==> src/rtl/pipe_ctrl_pkg.sv <==
`default_nettype none
// ============================================================================
// Module      : pipe_ctrl_pkg
// Description : Opcodes, control bundle, ALU op encodings, FSM states.
// Revision    : 1.0 - initial release
// ============================================================================
package pipe_ctrl_pkg;

  localparam logic [6:0] OP_R      = 7'b0110011;
  localparam logic [6:0] OP_I      = 7'b0010011;
  localparam logic [6:0] OP_LOAD   = 7'b0000011;
  localparam logic [6:0] OP_STORE  = 7'b0100011;
  localparam logic [6:0] OP_BRANCH = 7'b1100011;
  localparam logic [6:0] OP_JAL    = 7'b1101111;
  localparam logic [6:0] OP_JALR   = 7'b1100111;
  localparam logic [6:0] OP_HALT   = 7'b1111111;
  localparam logic [6:0] OP_LUI    = 7'b0110111;
  localparam logic [6:0] OP_AUIPC  = 7'b0010111;

  localparam logic [1:0] ALU_OP_ADD    = 2'b00;
  localparam logic [1:0] ALU_OP_BRANCH = 2'b01;
  localparam logic [1:0] ALU_OP_FUNC   = 2'b10;
  localparam logic [1:0] ALU_OP_JAL    = 2'b11;

  typedef struct packed {
    logic       valid;
    logic       alu_src;
    logic       mem_to_reg;
    logic       reg_write;
    logic       mem_read;
    logic       mem_write;
    logic [1:0] alu_op;
    logic       branch;
    logic       jalr_sel;
    logic       rw_sel;
    logic       lui;
    logic       auipc;
  } ctrl_t;

  localparam ctrl_t CTRL_BUBBLE = '0;

  typedef enum logic [1:0] {
    RUN    = 2'd0,
    DRAIN  = 2'd1,
    HALTED = 2'd2
  } state_t;

endpackage
`default_nettype wire

==> src/rtl/ctrl_decode.sv <==
`default_nettype none
// ============================================================================
// Module      : ctrl_decode
// Description : Combinational opcode -> ctrl_t decode with halt/illegal flags.
//               CTRL_UPPER_IMM_EN enables LUI/AUIPC decode.
// Revision    : 1.0 - initial release
// ============================================================================
module ctrl_decode
  import pipe_ctrl_pkg::*;
(
  input  logic [6:0] opcode,
  output ctrl_t      ctrl,
  output logic       is_halt,
  output logic       is_illegal
);

  // HALT and unknown opcodes decode to a bubble; the flags carry their meaning.
  always_comb begin
    ctrl       = CTRL_BUBBLE;
    is_halt    = 1'b0;
    is_illegal = 1'b0;
    case (opcode)
      OP_R: begin
        ctrl.valid     = 1'b1;
        ctrl.reg_write = 1'b1;
        ctrl.alu_op    = ALU_OP_FUNC;
      end
      OP_I: begin
        ctrl.valid     = 1'b1;
        ctrl.alu_src   = 1'b1;
        ctrl.reg_write = 1'b1;
        ctrl.alu_op    = ALU_OP_FUNC;
      end
      OP_LOAD: begin
        ctrl.valid      = 1'b1;
        ctrl.alu_src    = 1'b1;
        ctrl.mem_to_reg = 1'b1;
        ctrl.reg_write  = 1'b1;
        ctrl.mem_read   = 1'b1;
        ctrl.alu_op     = ALU_OP_ADD;
      end
      OP_STORE: begin
        ctrl.valid     = 1'b1;
        ctrl.alu_src   = 1'b1;
        ctrl.mem_write = 1'b1;
        ctrl.alu_op    = ALU_OP_ADD;
      end
      OP_BRANCH: begin
        ctrl.valid  = 1'b1;
        ctrl.branch = 1'b1;
        ctrl.alu_op = ALU_OP_BRANCH;
      end
      OP_JAL: begin
        ctrl.valid     = 1'b1;
        ctrl.reg_write = 1'b1;
        ctrl.branch    = 1'b1;
        ctrl.rw_sel    = 1'b1;
        ctrl.alu_op    = ALU_OP_JAL;
      end
      OP_JALR: begin
        ctrl.valid     = 1'b1;
        ctrl.alu_src   = 1'b1;
        ctrl.reg_write = 1'b1;
        ctrl.jalr_sel  = 1'b1;
        ctrl.rw_sel    = 1'b1;
        ctrl.alu_op    = ALU_OP_ADD;
      end
      OP_HALT: begin
        is_halt = 1'b1;
      end
`ifdef CTRL_UPPER_IMM_EN
      OP_LUI: begin
        ctrl.valid     = 1'b1;
        ctrl.alu_src   = 1'b1;
        ctrl.reg_write = 1'b1;
        ctrl.alu_op    = ALU_OP_ADD;
        ctrl.lui       = 1'b1;
      end
      OP_AUIPC: begin
        ctrl.valid     = 1'b1;
        ctrl.alu_src   = 1'b1;
        ctrl.reg_write = 1'b1;
        ctrl.alu_op    = ALU_OP_ADD;
        ctrl.auipc     = 1'b1;
      end
`else
      OP_LUI,
      OP_AUIPC: begin
        is_illegal = 1'b1;
      end
`endif
      default: begin
        is_illegal = 1'b1;
      end
    endcase
  end

endmodule
`default_nettype wire

==> src/rtl/pipe_ctrl_unit.sv <==
`default_nettype none
// ============================================================================
// Module      : pipe_ctrl_unit
// Description : Control pipeline after decode with RUN/DRAIN/HALTED FSM and a
//               saturating illegal-opcode counter. Build macro: CTRL_UPPER_IMM_EN.
// Revision    : 1.0 - initial release
// ============================================================================
module pipe_ctrl_unit
  import pipe_ctrl_pkg::*;
#(
  parameter int N_STAGES  = 3,
  parameter int ILL_CNT_W = 8
) (
  input  logic                      clk,
  input  logic                      reset,
  input  logic [6:0]                opcode,
  input  logic                      instr_valid,
  input  logic                      stall,
  input  logic                      flush,
  output ctrl_t [N_STAGES-1:0]      stage_ctrl,
  output logic                      fetch_en,
  output logic                      halted,
  output logic                      illegal,
  output logic [ILL_CNT_W-1:0]      illegal_cnt
);

  localparam int DRAIN_W = $clog2(N_STAGES + 1);

  ctrl_t                 dec_ctrl;
  logic                  dec_halt;
  logic                  dec_illegal;
  logic                  accept;

  ctrl_t [N_STAGES-1:0]  stage_d, stage_q;
  state_t                state_d, state_q;
  logic [DRAIN_W-1:0]    drain_d, drain_q;
  logic                  illegal_d, illegal_q;
  logic [ILL_CNT_W-1:0]  ill_cnt_d, ill_cnt_q;

  ctrl_decode u_decode (
    .opcode     (opcode),
    .ctrl       (dec_ctrl),
    .is_halt    (dec_halt),
    .is_illegal (dec_illegal)
  );

  // flush and stall both block acceptance, so flush wins trivially
  assign accept = instr_valid && !stall && !flush && (state_q == RUN);

  always_comb begin
    stage_d    = stage_q;
    stage_d[0] = accept ? dec_ctrl : CTRL_BUBBLE;
    for (int k = 1; k < N_STAGES; k++) begin
      stage_d[k] = stage_q[k-1];
    end
  end

  always_comb begin
    state_d = state_q;
    drain_d = drain_q;
    case (state_q)
      RUN: begin
        if (accept && dec_halt) begin
          state_d = DRAIN;
          drain_d = DRAIN_W'(N_STAGES);
        end
      end
      DRAIN: begin
        if (drain_q == DRAIN_W'(1)) begin
          state_d = HALTED;
          drain_d = '0;
        end else begin
          drain_d = drain_q - DRAIN_W'(1);
        end
      end
      HALTED: begin
        state_d = HALTED;
      end
      default: begin
        state_d = RUN;
        drain_d = '0;
      end
    endcase
  end

  always_comb begin
    illegal_d = accept && dec_illegal;
    ill_cnt_d = ill_cnt_q;
    if (illegal_d && (ill_cnt_q != {ILL_CNT_W{1'b1}})) begin
      ill_cnt_d = ill_cnt_q + ILL_CNT_W'(1);
    end
  end

  always_ff @(posedge clk or posedge reset) begin
    if (reset) begin
      stage_q   <= '0;
      state_q   <= RUN;
      drain_q   <= '0;
      illegal_q <= 1'b0;
      ill_cnt_q <= '0;
    end else begin
      stage_q   <= stage_d;
      state_q   <= state_d;
      drain_q   <= drain_d;
      illegal_q <= illegal_d;
      ill_cnt_q <= ill_cnt_d;
    end
  end

  assign stage_ctrl  = stage_q;
  assign fetch_en    = (state_q == RUN);
  assign halted      = (state_q == HALTED);
  assign illegal     = illegal_q;
  assign illegal_cnt = ill_cnt_q;

endmodule
`default_nettype wire
==> config.mk <==
export PLATFORM = sky130hd
export DESIGN_NAME = pipe_ctrl_unit
export DESIGN_NICKNAME = d
export VERILOG_FILES = /design/src/rtl/pipe_ctrl_pkg.sv /design/src/rtl/ctrl_decode.sv /design/src/rtl/pipe_ctrl_unit.sv
export SDC_FILE = /design/constraint.sdc
export NUM_CORES = 1
export LEC_CHECK = 0
export CAP_MARGIN = 20
export CORE_MARGIN = 2
export CORE_UTILIZATION = 54
export CTS_BUF_LIST = sky130_fd_sc_hd__clkbuf_8
export CTS_CLUSTER_DIAMETER = 80
export DETAILED_ROUTE_END_ITERATION = 8
export PLACE_DENSITY_LB_ADDON = 0.08
export SETUP_SLACK_MARGIN = 0.2
export SKIP_LAST_GASP = 1
export SLEW_MARGIN = 20
export SYNTH_ARGS = -nofsm -noshare
export SYNTH_HDL_FRONTEND = slang
export SYNTH_HIERARCHICAL = 1
export SYNTH_SLANG_ARGS = --single-unit
==> constraint.sdc <==
create_clock -name clk -period 2.46 [get_ports clk]
set_input_delay 0.492 -clock clk [delete_from_list [all_inputs] [get_ports clk]]
set_output_delay 0.492 -clock clk [all_outputs]
set_load 0.005 [all_outputs]
==> reports/qor.json <==
{
  "status": "finished clean",
  "cts_max_path_buffers": 2,
  "global_route_wire_length_before_repair_um": 5754,
  "yosys-top-cells-area": "sky130_fd_sc_hd__dfrtp_1 (57%), sky130_fd_sc_hd__buf_4 (9.9%), sky130_fd_sc_hd__ha_1 (3.3%)",
  "die_w_um": 68.90,
  "globalplace.congestion": 0.8121,
  "finalNetCount": 239,
  "criticalPathCategory": "reg2out",
  "average_footprint_of_a_synthesized_cell_um2": 12.85,
  "crit_path_start_kind": "flop",
  "initial_utilization": 0.5646,
  "grt_setup_unrepaired": "no",
  "critical_path_peak_fanout": 6,
  "setup_viol": 0,
  "detail_route.iter0.violations": 96,
  "final_area_um2": 2884,
  "pin_count": 62,
  "cts_buffers": 5,
  "nFillCells": 292,
  "yosysUniqueCellTypes": 42,
  "finalHoldViolations": 0,
  "route.antenna.remaining_nets": 0,
  "clk_pin_slew_ns": 0.09,
  "place_hpwl_um": 2752,
  "drc": 0,
  "floorplan.die.height_um": 68.90,
  "synth_area_um2": 2275,
  "min-delay-path-class": "reg2reg",
  "syn-instance-count": 177,
  "largest_net_degree_at_the_start_of_global_routing": 40,
  "timing.final.crit_share": 0.8615,
  "ratio_of_cells_with_drive_above_1_in_the_final_layout": 0.1667,
  "totalPowerFinal_w": 0.002017,
  "placement.cell_area_um2": 2773,
  "tns_ns": 0,
  "yosysTopAreaCellShare": 0.5721,
  "power.density_nw_per_um2": 699.5,
  "timing.critical_path.arrival_ns": 1.63,
  "total_via_count_in_the_routed_design": 1389,
  "wl_per_instance_um": 13.10,
  "fin_skew_ns": 0.005589,
  "synth-edff-count": 0,
  "synth.cells.most_frequent": "sky130_fd_sc_hd__dfrtp_1 (52), sky130_fd_sc_hd__buf_4 (30), sky130_fd_sc_hd__and2_1 (11)",
  "cts-resized-gates": 0,
  "synth_sequential_area_ratio": 0.5721,
  "htree_num_levels": 2,
  "async_reset_ff_frac": 1.000,
  "rrSetupSlack_ns": 0.64,
  "final_critical_path_required_period_ns": 2.119,
  "first_global_vias": 1319,
  "vdd.ir_drop.worst_mv": 0.4260,
  "critical_path.endpoint_type": "output pin",
  "leakage_power_total_nw": 1.322,
  "yosys.cell_count.top_type": "sky130_fd_sc_hd__dfrtp_1",
  "grt.total_usage": 0.1669,
  "critical_path_required_ns": 1.97,
  "cts_tree": "done",
  "length_of_the_first_detailed_routing_pass_in_iterations": 4,
  "cts_hold_buf": 0,
  "insertion_delay_of_the_later_clocked_pin_in_the_worst_skew_pair_ns": 0.29,
  "routed_wirelength_um": 3564,
  "flop_and_latch_count_out_of_synthesis": 52,
  "port_buffers": 61,
  "number_of_antenna_violations_at_the_first_check_in_global_routing": 0,
  "area_growth_syn_to_layout_pct": 26.79,
  "synth_warnings": 6,
  "slew_violations": 0,
  "via_per_inst": 5.107,
  "diode_count": 0,
  "clkSinkCount": 52,
  "number_of_post_cts_setup_repair_buffers": 0,
  "placeableCoreArea_um2": 4029,
  "fp.dieArea_um2": 4747,
  "count_of_standard_cell_rows": 23,
  "fmax_ghz": 0.4719,
  "cts-root-buf": "sky130_fd_sc_hd__clkbuf_8",
  "cap_viol_max_count": 0,
  "synthFlopType": "sky130_fd_sc_hd__dfrtp_1",
  "grt_remaining_overflow": 0,
  "post-synth-top-area-cell": "sky130_fd_sc_hd__dfrtp_1"
}
==> power breakdown <==
| part | leakage [nW] | switching [W] | internal (W) |
|---|---|---|---|
| clock | 0.0541 | 0.000258 | 0.000301 |
| combinational | 0.554 | 0.000204 | 0.000264 |
| sequential | 0.714 | 0.0000651 | 0.000925 |
==> per-stage QoR <==
stage | utilization | setup WS, ns | cells | hold WS, ns
after floorplan | - | 0.2629 | 178 | 0.3548
after global placement | 0.6882 | 0.1156 | 264 | 0.3533
after detailed placement | 0.6882 | 0.07615 | 264 | 0.3618
after CTS | 0.7158 | 0.3194 | 272 | 0.3812
after global routing | 0.7158 | 0.2197 | 272 | 0.3944
final | 0.7158 | 0.3408 | 272 | 0.3749
==> worst max-delay path, cell delays in order, from the launching register on <==
cell and delay (ns):
sky130_fd_sc_hd__dfrtp_1 0.40, sky130_fd_sc_hd__inv_1 0.11, sky130_fd_sc_hd__ha_1 0.28, sky130_fd_sc_hd__clkdlybuf4s50_1 0.54
==> state kept, by name, indices dropped and copies added (netlist names) <==
name and cells:
drain_q 2, stage_ctrl 39, state_q 2, illegal 1, illegal_cnt 8
==> cell usage in the layout (no fill, tap or decap), drive strengths merged, types with 5 or more instances in the layout <==
master,count
buf,8
dfrtp,52
nand2,5
mux2,7
ha,6
and2,15
clkdlybuf4s50,61
inv,6
clkbuf,5
==> final cells by class <==
type	instances	area (um^2)	share of cell area
inverters	6	22.52	0.007809
well taps	50	62.56	0.02169
repair buffers	69	683.2	0.2369
flip-flops and latches	52	1301	0.4512
clock inverters	3	42.54	0.01475
clock buffers	5	68.82	0.02386
multi-input cells	87	703.2	0.2438
==> metal layers <==
metal	vias up	wire (um)	GRT usage
li1	659	-	-
met1	679	1511	0.2056
met2	48	1798	0.2800
met3	3	224	0.04870
met4	0	29	0.05882
met5	-	0	0
==> logic make-up (layout without fill, tap and decap cells) <==
kind of cell    count (synthesis)  after routing  synth area share
buf+inv                        39             83            0.1205
other cells                     1              2          0.001649
mux                             8              8           0.04400
fa+ha+maj                       6              6           0.03300
compound gates                 15             15           0.05225
simple gates                   53             53            0.1650
xor+xnor                        3              3           0.01155
flops                          52             52            0.5721
==> final timing paths <==
check,from,endpoint,cells past startpoint
worst max-delay path,state_q[0],fetch_en,3
worst min-delay path,stage_ctrl[16],stage_ctrl[29],0
worst max register to register,state_q[0],illegal_cnt[1],5
worst min register to register,stage_ctrl[16],stage_ctrl[29],0
max in group asynchronous,reset,stage_ctrl[2],3
min in group asynchronous,reset,state_q[0],2
Note: power is estimated with default switching activity, not from simulation.
